**config.mk**
```make
export PLATFORM = sky130hd
export DESIGN_NAME = next_pc_unit
export DESIGN_NICKNAME = d
export VERILOG_FILES = /design/src/rtl/kgp_branch_pkg.sv /design/src/rtl/branch_cond_eval.sv /design/src/rtl/next_pc_unit.sv
export SDC_FILE = /design/constraint.sdc
export NUM_CORES = 1
export LEC_CHECK = 0
export BUFFER_PORTS_ARGS = -buffer_cell sky130_fd_sc_hd__buf_4
export CORE_UTILIZATION = 56
export DETAILED_ROUTE_END_ITERATION = 8
export GPL_ROUTABILITY_DRIVEN = 0
export HOLD_SLACK_MARGIN = 0.12
export PLACE_DENSITY = 0.85
export SLEW_MARGIN = 20
export SYNTH_ARGS = -nofsm -noshare
export SYNTH_HDL_FRONTEND = slang
export SYNTH_SLANG_ARGS = --single-unit
```
**constraint.sdc**
```tcl
create_clock -name clk -period 5.8 [get_ports clk]
set_input_delay 0.87 -clock clk [delete_from_list [all_inputs] [get_ports clk]]
set_output_delay 0.87 -clock clk [all_outputs]
set_load 0.01 [all_outputs]
```
**src/rtl/kgp_branch_pkg.sv**
```systemverilog
// rtl/kgp_branch_pkg.sv - branch opcodes, FSM states and PC constants for the next-PC stage
package kgp_branch_pkg;

  localparam logic [3:0] BR_NONE = 4'd0;
  localparam logic [3:0] BR_B    = 4'd1;
  localparam logic [3:0] BR_BR   = 4'd2;
  localparam logic [3:0] BR_BLTZ = 4'd3;
  localparam logic [3:0] BR_BZ   = 4'd4;
  localparam logic [3:0] BR_BNZ  = 4'd5;
  localparam logic [3:0] BR_BL   = 4'd6;
  localparam logic [3:0] BR_BCY  = 4'd7;
  localparam logic [3:0] BR_BNCY = 4'd8;

  typedef enum logic [1:0] {
    ST_BOOT   = 2'd0,
    ST_RUN    = 2'd1,
    ST_HALTED = 2'd2
  } state_t;

  localparam logic [31:0] PC_INC = 32'd4;

endpackage

```
**src/rtl/branch_cond_eval.sv**
```systemverilog
// rtl/branch_cond_eval.sv - combinational branch-taken decision
module branch_cond_eval
  import kgp_branch_pkg::*;
(
  input  logic [3:0]  br_op,
  input  logic [31:0] rs_val,
  input  logic        carry_flag,
  output logic        cond
);

  always_comb begin
    cond = 1'b0;
    case (br_op)
      BR_B, BR_BL, BR_BR: cond = 1'b1;
      BR_BLTZ:            cond = rs_val[31];
      BR_BZ:              cond = (rs_val == 32'd0);
      BR_BNZ:             cond = (rs_val != 32'd0);
      BR_BCY:             cond = carry_flag;
      BR_BNCY:            cond = ~carry_flag;
      default:            cond = 1'b0;
    endcase
  end

endmodule

```
**src/rtl/next_pc_unit.sv**
```systemverilog
// rtl/next_pc_unit.sv - PC sequencing, branch resolution, carry flag and retire counter
module next_pc_unit
  import kgp_branch_pkg::*;
#(
  parameter logic [31:0] RESET_PC = 32'h0000_0000,
  parameter int          TARGET_W = 26
)(
  input  logic                clk,
  input  logic                rst,
  input  logic                adv,
  input  logic [3:0]          br_op,
  input  logic [TARGET_W-1:0] br_target,
  input  logic [31:0]         rs_val,
  input  logic                alu_carry,
  input  logic                alu_carry_we,
  input  logic                halt,
  output logic [31:0]         pc,
  output logic                pc_valid,
  output logic                taken,
  output logic                link_we,
  output logic [31:0]         link_data,
  output logic                carry_flag,
  output logic [31:0]         retired
);

  state_t      state, state_next;
  logic        cond;
  logic        retire;
  logic        do_branch;
  logic        do_link;
  logic [31:0] pc_seq;
  logic [31:0] target_ext;
  logic [31:0] pc_next;

  branch_cond_eval u_cond (
    .br_op      (br_op),
    .rs_val     (rs_val),
    .carry_flag (carry_flag),
    .cond       (cond)
  );

  always_ff @(posedge clk or negedge rst) begin
    if (!rst) state <= ST_BOOT;
    else      state <= state_next;
  end

  always_comb begin
    state_next = state;
    case (state)
      ST_BOOT:   state_next = ST_RUN;
      ST_RUN:    if (adv && halt) state_next = ST_HALTED;
      ST_HALTED: state_next = ST_HALTED;
      default:   state_next = ST_BOOT;
    endcase
  end

  // halt suppresses every branch effect of the retiring instruction
  always_comb begin
    retire    = adv && (state == ST_RUN);
    do_branch = retire && !halt && cond;
    do_link   = retire && !halt && (br_op == BR_BL);
  end

  assign pc_seq     = pc + PC_INC;
  assign target_ext = {{(32-TARGET_W){1'b0}}, br_target};

  always_comb begin
    pc_next = pc;
    if (retire && !halt) begin
      if (!cond)                 pc_next = pc_seq;
      else if (br_op == BR_BR)   pc_next = rs_val;
      else                       pc_next = target_ext;
    end
  end

  always_ff @(posedge clk or negedge rst) begin
    if (!rst) begin
      pc         <= RESET_PC;
      pc_valid   <= 1'b0;
      taken      <= 1'b0;
      link_we    <= 1'b0;
      link_data  <= 32'd0;
      carry_flag <= 1'b0;
      retired    <= 32'd0;
    end else begin
      pc       <= pc_next;
      pc_valid <= (state_next == ST_RUN);
      taken    <= do_branch;
      link_we  <= do_link;
      if (do_link)
        link_data <= pc_seq;
      // flag update lands after the condition already sampled the old value
      if (retire && alu_carry_we)
        carry_flag <= alu_carry;
      if (retire && (retired != 32'hFFFF_FFFF))
        retired <= retired + 32'd1;
    end
  end

endmodule

```
==> metrics.log, run 1 <==
INFO  metric multi_input_area = 2760 um^2
INFO  metric worst_ir_drop_vdd = 205 uV
INFO  metric post_cts.repair.setup_buffers = 0
INFO  metric die_width = 101 um
INFO  metric final_count_of_pins_violating_max_slew = 0
INFO  metric postSynthNetCount = 642
INFO  metric critPathTopFamily = simple AND/OR/NAND/NOR gates
INFO  metric hp-class = input port to async pin
INFO  metric crit_path_buffers_inverters = 2
INFO  metric tritoncts = built
INFO  metric timing_worst_slew_pin_value = 1.01 ns
INFO  metric clk-insertion-delay-late = 0.36 ns
INFO  metric final.fill_count = 667
INFO  metric post-synth-top-count-cell = sky130_fd_sc_hd__dfrtp_1
INFO  metric core_region_area = 9420 um^2
INFO  metric die-area = 10,300 um^2
INFO  metric yosysWarnings = 0
INFO  metric grt_pass1_wl = 24.6 mm
INFO  metric clk_path_buf_depth = 2
INFO  metric cts_buffers = 9
INFO  metric synth_top_area_cells = sky130_fd_sc_hd__dfrtp_1 (46%), sky130_fd_sc_hd__xnor2_1 (5.9%), sky130_fd_sc_hd__mux2i_1 (4.9%), sky130_fd_sc_hd__nand2_1 (4.8%), sky130_fd_sc_hd__o21ai_0 (3.7%)
INFO  metric hpwlAfterDp = 11.1 mm
INFO  metric netlist_area = 5540 um^2
INFO  metric synth-seq-area-share = 46.1%
INFO  metric detailedRoute.firstPassIterationCount = 7
INFO  metric critical_path.most_common_cell = sky130_fd_sc_hd__buf_4
INFO  metric final_period_minus_worst_setup_slack = 3.14 ns
INFO  metric io_buffers = 167
INFO  metric ant_cells = 0
INFO  metric starting_density = 58.8%
INFO  metric post_synthesis_register_bit_count = 102
INFO  metric area_delta_synth_final = 27.4%
INFO  metric final_layout_size_suffix_gt1_share = 28.2%
INFO  metric route.detailed.wl_per_inst = 17.7 um
INFO  metric drc_violations_left = 0
INFO  metric fin_crit_sh = 54.1%
INFO  metric gr-total-overflow = 0
INFO  metric hold_violations = 0
INFO  metric synthesis.area_per_instance = 9.68 um^2
INFO  metric dominantRegCellSynth = sky130_fd_sc_hd__dfrtp_1
INFO  metric cts.clk_slew.worst_paths = 0.10 ns
INFO  metric cp-start-kind = input port
INFO  metric drv.max_cap_violation_count = 0
INFO  metric cts.repair.resized = 0
INFO  metric cts_max_level = 3
INFO  metric io_pins = 168
INFO  metric timing.final.setup_violations = 0
INFO  metric total_power = 0.00266 W
INFO  metric post-synth-top-area-cell = sky130_fd_sc_hd__dfrtp_1
INFO  metric die_height = 101 um
INFO  metric critPathLaunch = rs_val[1]
INFO  metric worst_clock_skew = 0.0118 ns
INFO  metric critPathKind = input port to flip-flop
INFO  metric cts_hold_buffers = 0
INFO  metric critPathMaxStageDelay = 0.48 ns
INFO  metric number_of_antenna_violations_at_the_first_check_in_global_routing = 0
INFO  metric antenna_violating_nets_post_route = 0
INFO  metric root_buf_cell = sky130_fd_sc_hd__clkbuf_8
INFO  metric netlist.area_leader.share = 46.1%
INFO  metric crit_fanout = 29
INFO  metric run_status = complete, no violations
INFO  metric final.hold.worst_slack = 0.475 ns
INFO  metric slew_headroom = 32.8%
INFO  metric asyncSetResetFlopFracSynth = 100%
INFO  metric fmaxAchievable = 319 MHz
INFO  metric layout.nets = 792
INFO  metric detailedRoute.firstIterationViolations = 382
INFO  metric placed_area = 6830 um^2
INFO  metric cp.required = 6.05 ns
INFO  metric wirelength = 15.2 mm
INFO  metric worst_ep_arrival_time = 3.39 ns
INFO  metric total_area_of_sequential_cells = 2550 um^2
INFO  metric synthesis.instances = 572
INFO  metric leakage_power_of_the_design = 3.25 nW
INFO  metric power.density_cell_area = 377 nW/um^2
INFO  metric final_non_filler_cell_area = 7050 um^2
INFO  metric post_synth_most_frequent_cells = sky130_fd_sc_hd__dfrtp_1 (102), sky130_fd_sc_hd__nand2_1 (71), sky130_fd_sc_hd__o21ai_0 (41), sky130_fd_sc_hd__xnor2_1 (37), sky130_fd_sc_hd__mux2i_1 (27)
INFO  metric totalNegativeSetupSlack = 0 ns
INFO  metric tritoncts_num_sinks = 102
INFO  metric post_drt_via_cell_ratio = 5.97
INFO  metric post_synth_num_cell_types = 53
INFO  metric worst_setup_path_end_kind = flip-flop
INFO  metric synth_enable_flop_cells = 0
INFO  metric fp_rows = 35
INFO  metric grt_start_max_net_pins = 65
INFO  metric routed-via-count = 5,103
INFO  metric timing.rr.start = state[1]
INFO  metric slowest_cell_on_crit_path = sky130_fd_sc_hd__or4_1
INFO  metric grt_setup_unrepaired = no
INFO  metric first_global_vias = 4,867
INFO  metric track_usage = 30.8%
INFO  metric critical_path.cell_chain = buf_4 -> nor4_1 -> nand4_1 -> or4_1 -> nand3_1 -> buf_4 -> o21ai_0 -> a221o_1
placed cells by master (no fill, tap or decap), types with 5 or more instances in the layout:
| cell | n |
|---|---|
| sky130_fd_sc_hd__a2bb2oi_1 | 5 |
| sky130_fd_sc_hd__a21oi_1 | 18 |
| sky130_fd_sc_hd__nor4_1 | 6 |
| sky130_fd_sc_hd__a221o_1 | 5 |
| sky130_fd_sc_hd__and3_1 | 18 |
| sky130_fd_sc_hd__inv_1 | 17 |
| sky130_fd_sc_hd__dfrtp_1 | 102 |
| sky130_fd_sc_hd__mux2_2 | 9 |
| sky130_fd_sc_hd__clkbuf_8 | 11 |
| sky130_fd_sc_hd__and4_1 | 5 |
| sky130_fd_sc_hd__nand4_1 | 23 |
| sky130_fd_sc_hd__nand3_1 | 22 |
| sky130_fd_sc_hd__xor2_1 | 21 |
| sky130_fd_sc_hd__o21ai_0 | 41 |
| sky130_fd_sc_hd__nor3_1 | 26 |
| sky130_fd_sc_hd__buf_4 | 172 |
| sky130_fd_sc_hd__nand2_1 | 71 |
| sky130_fd_sc_hd__mux2i_1 | 27 |
| sky130_fd_sc_hd__a211o_1 | 5 |
| sky130_fd_sc_hd__nor2_1 | 20 |
| sky130_fd_sc_hd__xnor2_1 | 37 |
cell families after synthesis:
logic type      after synthesis  share of synthesized area (%)
compound gates              106                           12.6
xor+xnor                     58                           9.18
fa+ha+maj                     2                          0.452
buf+inv                      50                           4.32
flops                       102                           46.1
mux                          36                           6.71
simple gates                218                           20.7
metal layers:
layer  up-vias  track usage, %  routed length (um)
li1       2365               -                   -
met3        39            5.11                1050
met4         0            12.6                 381
met5         -               0                   0
met1      2437            42.8                6550
met2       262            48.4                7180
stage by stage:
step / std cells / util [%] / setup WS (ns)
2_1_floorplan: 572 / - / 3.18
3_3_place_gp: 840 / 72.5 / 2.46
3_5_place_dp: 840 / 72.5 / 2.37
4_1_cts: 855 / 74.9 / 2.75
5_1_grt: 855 / 74.9 / 2.52
6_report: 855 / 74.9 / 2.66
flip-flops by register name, indices dropped and copies added, names as in the netlist:
signal	count
carry_flag	1
link_data	32
retired	32
taken	1
pc	32
state	2
pc_valid	1
link_we	1
worst register-to-register path, stage by stage (launching register included):
cell,delay [ns]
sky130_fd_sc_hd__dfrtp_1,0.42
sky130_fd_sc_hd__nand3b_1,0.27
sky130_fd_sc_hd__nor2_2,0.14
sky130_fd_sc_hd__buf_4,0.30
sky130_fd_sc_hd__nand3_2,0.84
sky130_fd_sc_hd__inv_1,0.46
sky130_fd_sc_hd__nand2_1,0.10
sky130_fd_sc_hd__nand2_1,0.06
power breakdown:
| part | leakage, nW | switching, W | total (W) | internal [W] |
|---|---|---|---|---|
| clock | 0.109 | 0.000241 | 0.000506 | 0.000265 |
| sequential | 1.32 | 0.000276 | 0.00119 | 0.000915 |
| combinational | 1.82 | 0.000471 | 0.000963 | 0.000492 |
| total | 3.25 | 0.000988 | 0.00266 | 0.00167 |
path summary, 6_finish.rpt:
| check | to | slack [ns] | depth (start not counted) |
|---|---|---|---|
| worst max-delay path | pc[5] | 2.66 | 8 |
| worst min register to register | link_data[29] | 0.49 | 2 |
| worst min-delay path | link_data[4] | 0.48 | 1 |
| worst max register to register | link_data[3] | 3.15 | 7 |
| min in group clk | link_data[29] | 0.49 | 2 |
| max in group asynchronous | link_data[20] | 4.12 | 2 |
cell type report:
cell class              instances  share of cell area (%)
clock inverters                 3                   0.958
well taps                     129                    2.29
flip-flops and latches        102                    36.2
inverters                      17                   0.905
repair buffers                172                    18.3
multi-input cells             420                    39.1
clock buffers                  12                    2.20
Note: power is estimated with default switching activity, not from simulation.
==> run 2, diff against run 1 <==
--- a/config.mk
+++ b/config.mk
@@ -6,11 +6,11 @@
 export NUM_CORES = 1
 export LEC_CHECK = 0
 export BUFFER_PORTS_ARGS = -buffer_cell sky130_fd_sc_hd__buf_4
-export CORE_UTILIZATION = 56
+export CORE_UTILIZATION = 52
 export DETAILED_ROUTE_END_ITERATION = 8
 export GPL_ROUTABILITY_DRIVEN = 0
 export HOLD_SLACK_MARGIN = 0.12
-export PLACE_DENSITY = 0.85
+export PLACE_DENSITY = 0.8
 export SLEW_MARGIN = 20
 export SYNTH_ARGS = -nofsm -noshare
 export SYNTH_HDL_FRONTEND = slang
==> constraint.sdc (replaced) <==
create_clock -name clk -period 3.2 [get_ports clk]
set_input_delay 0.48 -clock clk [delete_from_list [all_inputs] [get_ports clk]]
set_output_delay 0.48 -clock clk [all_outputs]
set_load 0.01 [all_outputs]
==> metrics.log, run 2 (synthesis gave the netlist of run 1 again) <==
INFO  metric critPathMaxStageDelay = 0.75 ns (+0.27 ns)
INFO  metric power.share.sequential = 46.1% (+1.3 points)
INFO  metric hold_violations = 0 (unchanged)
INFO  metric power.density_cell_area = 658 nW/um^2 (+74%)
INFO  metric grt_pass1_wl = 24.6 mm (+0.11%)
INFO  metric cell_internal_pwr = 0.00289 W (+73%)
INFO  metric first_global_vias = 4,930 (+1.3%)
INFO  metric total_power = 0.00466 W (+75%)
INFO  metric hpwlAfterDp = 11.3 mm (+2.7%)
INFO  metric fp_rows = 37 (+5.7%)
INFO  metric crit_fanout = 22 (-24%)
INFO  metric io_pins = 168 (unchanged)
INFO  metric final_layout_size_suffix_gt1_share = 29.1% (+0.88 points)
INFO  metric run_status = complete, no violations
INFO  metric final_count_of_pins_violating_max_slew = 0 (unchanged)
INFO  metric fin_crit_sh = 79.8%
INFO  metric worst_clock_skew = 0.0109 ns (-0.000886 ns)
INFO  metric cts_max_level = 3 (unchanged)
INFO  metric slew_headroom = 42.8% (+10 points)
INFO  metric crit_path_buffers_inverters = 2 (unchanged)
INFO  metric final.fill_count = 792 (+19%)
INFO  metric post_cts.repair.setup_buffers = 0 (unchanged)
INFO  metric worst_setup_path_end_kind = flip-flop
INFO  metric route.detailed.wl_per_inst = 17.4 um (-1.8%)
INFO  metric timing_worst_slew_pin_value = 0.859 ns (-0.148 ns)
INFO  metric clk-insertion-delay-late = 0.38 ns (+0.02 ns)
INFO  metric die_width = 105 um (+3.7%)
INFO  metric worst_ir_drop_vdd = 346 uV (+69%)
INFO  metric layout_top_registers = link_data x32, pc x32, retired x32
INFO  metric grt_setup_unrepaired = no
INFO  metric power_switching_share = 38.1% (+0.99 points)
INFO  metric power.share.clock = 16.4% (-2.6 points)
INFO  metric number_of_antenna_violations_at_the_first_check_in_global_routing = 0 (unchanged)
INFO  metric critical_path.most_common_cell = sky130_fd_sc_hd__buf_4
INFO  metric area_delta_synth_final = 28.1%
INFO  metric gr-total-overflow = 0 (unchanged)
INFO  metric grt_start_max_net_pins = 57 (-12%)
INFO  metric post_drt_via_cell_ratio = 5.87 (-1.6%)
INFO  metric clk_path_buf_depth = 2 (unchanged)
INFO  metric die-area = 11,100 um^2 (+7.5%)
INFO  metric wirelength = 15.2 mm (about the same)
INFO  metric final_period_minus_worst_setup_slack = 2.55 ns
INFO  metric cts_hold_buffers = 0 (unchanged)
INFO  metric ant_cells = 0 (unchanged)
INFO  metric share_comb_of_total_power = 37.6% (+1.4 points)
INFO  metric routed-via-count = 5,116 (+0.25%)
INFO  metric critPathLaunch = rs_val[16]
INFO  metric cts_buffers = 9 (unchanged)
INFO  metric totalNegativeSetupSlack = 0 ns (unchanged)
INFO  metric cts.clk_slew.worst_paths = 0.09 ns (about the same)
INFO  metric layout.nets = 801 (+1.1%)
INFO  metric power.net_switching = 0.00178 W (+80%)
INFO  metric timing.rr.start = pc[13]
INFO  metric io_buffers = 167 (unchanged)
INFO  metric antenna_violating_nets_post_route = 0 (unchanged)
INFO  metric cts.repair.resized = 0 (unchanged)
INFO  metric hp-class = input port to async pin
INFO  metric die_height = 105 um (+3.7%)
INFO  metric regToRegSetupSlack = 0.69 ns (-2.46 ns)
INFO  metric critical_path.reg2reg.endpoint = pc[31]
INFO  metric worstRegToRegCells = 6 (-1)
INFO  metric critPathTopFamily = simple AND/OR/NAND/NOR gates
INFO  metric critical_path.cell_chain = buf_4 -> nor4_2 -> nand4_1 -> o211ai_1 -> and3_1 -> buf_4 -> nor3_1 -> a221o_1
INFO  metric mostFrequentLayoutCells = sky130_fd_sc_hd__buf_4 (180), sky130_fd_sc_hd__dfrtp_1 (102), sky130_fd_sc_hd__nand2_1 (71), sky130_fd_sc_hd__o21ai_0 (41), sky130_fd_sc_hd__xnor2_1 (37)
INFO  metric fmaxAchievable = 392 MHz
INFO  metric starting_density = 53.6% (-5.2 points)
INFO  metric most_common_library_cell_in_the_layout_ignoring_fill_and_taps = sky130_fd_sc_hd__buf_4
INFO  metric tritoncts = built
INFO  metric tritoncts_num_sinks = 102 (unchanged)
INFO  metric worst_ep_arrival_time = 2.80 ns (-0.59 ns)
INFO  metric core_region_area = 10,300 um^2 (+9.6%)
INFO  metric detailedRoute.firstPassIterationCount = 5 (-2)
INFO  metric leakage_power_of_the_design = 3.28 nW (+0.96%)
INFO  metric timing.final.setup_violations = 0 (unchanged)
INFO  metric root_buf_cell = sky130_fd_sc_hd__clkbuf_8
INFO  metric drc_violations_left = 0 (unchanged)
INFO  metric cp-start-kind = input port
INFO  metric cp.required = 3.45 ns (-2.60 ns)
INFO  metric critPathKind = input port to flip-flop
INFO  metric slowest_cell_on_crit_path = sky130_fd_sc_hd__and3_1
INFO  metric track_usage = 28.6% (-2.3 points)
INFO  metric detailedRoute.firstIterationViolations = 325 (-15%)
INFO  metric final.hold.worst_slack = 0.125 ns (-0.350 ns)
INFO  metric drv.max_cap_violation_count = 0 (unchanged)
## run 2: cell count changes in the layout (fill, tap and decap cells not counted), sizes merged
cell      change
inv           +1
bufinv        -2
clkinvlp      -1
clkinv        +2
buf           +9
## run 2: final cells by class
type	count	area (um^2)	area share [%]
multi-input combinational	420	2760	38.9
sequential	102	2550	36.0
timing repair buffer	181	1370	19.3
tap	136	170	2.40
clock buffer	12	155	2.19
inverter	17	63.8	0.900
clock inverter	3	18.8	0.265
## run 2: worst max-delay path by stage
stage,cells after the start,slack [ns],end
final,8,0.65,pc[6]
after global routing,8,0.50,pc[10]
after CTS,8,0.66,pc[6]
after detailed placement,8,0.28,pc[6]
after global placement,8,0.36,pc[5]
after floorplan,7,0.97,pc[22]
## run 2: routing by layer
metal  vias to the layer above  share of wire, %  global-route usage, %
met5                         -                 0                      0
met4                         0               2.5                   12.1
met3                        25               6.5                   5.43
met2                       212                49                   47.3
met1                      2492                42                   36.6
li1                       2387                 -                      -
## run 2: worst reg2reg max path, cell delays in order (launching register included)
cell and delay, ns:
sky130_fd_sc_hd__dfrtp_1 0.50, sky130_fd_sc_hd__inv_1 0.09, sky130_fd_sc_hd__nor3_1 0.62, sky130_fd_sc_hd__and3_1 0.56, sky130_fd_sc_hd__nand4_1 0.24, sky130_fd_sc_hd__o31a_1 0.29
sky130_fd_sc_hd__o22ai_1 0.11
## run 2: power by group through the flow
stage	logic, W	clock network, W	registers [W]
after global placement	0.00171	0	0.00213
after CTS	0.00176	0.000775	0.00214
after global routing	0.00190	0.000825	0.00221
final	0.00175	0.000765	0.00215
after floorplan	0.000759	0	0.00219
after detailed placement	0.00176	0	0.00216
## run 2: stage by stage
stage / setup WS, ns / utilization [%] / std cells / cell area, um^2
2_1_floorplan: 0.973 / - / 572 / 5540
3_5_place_dp: 0.281 / 67.0 / 856 / 6920
4_1_cts: 0.660 / 68.7 / 871 / 7090
3_3_place_gp: 0.360 / 67.0 / 856 / 6920
6_report: 0.647 / 68.7 / 871 / 7090
5_1_grt: 0.501 / 68.7 / 871 / 7090
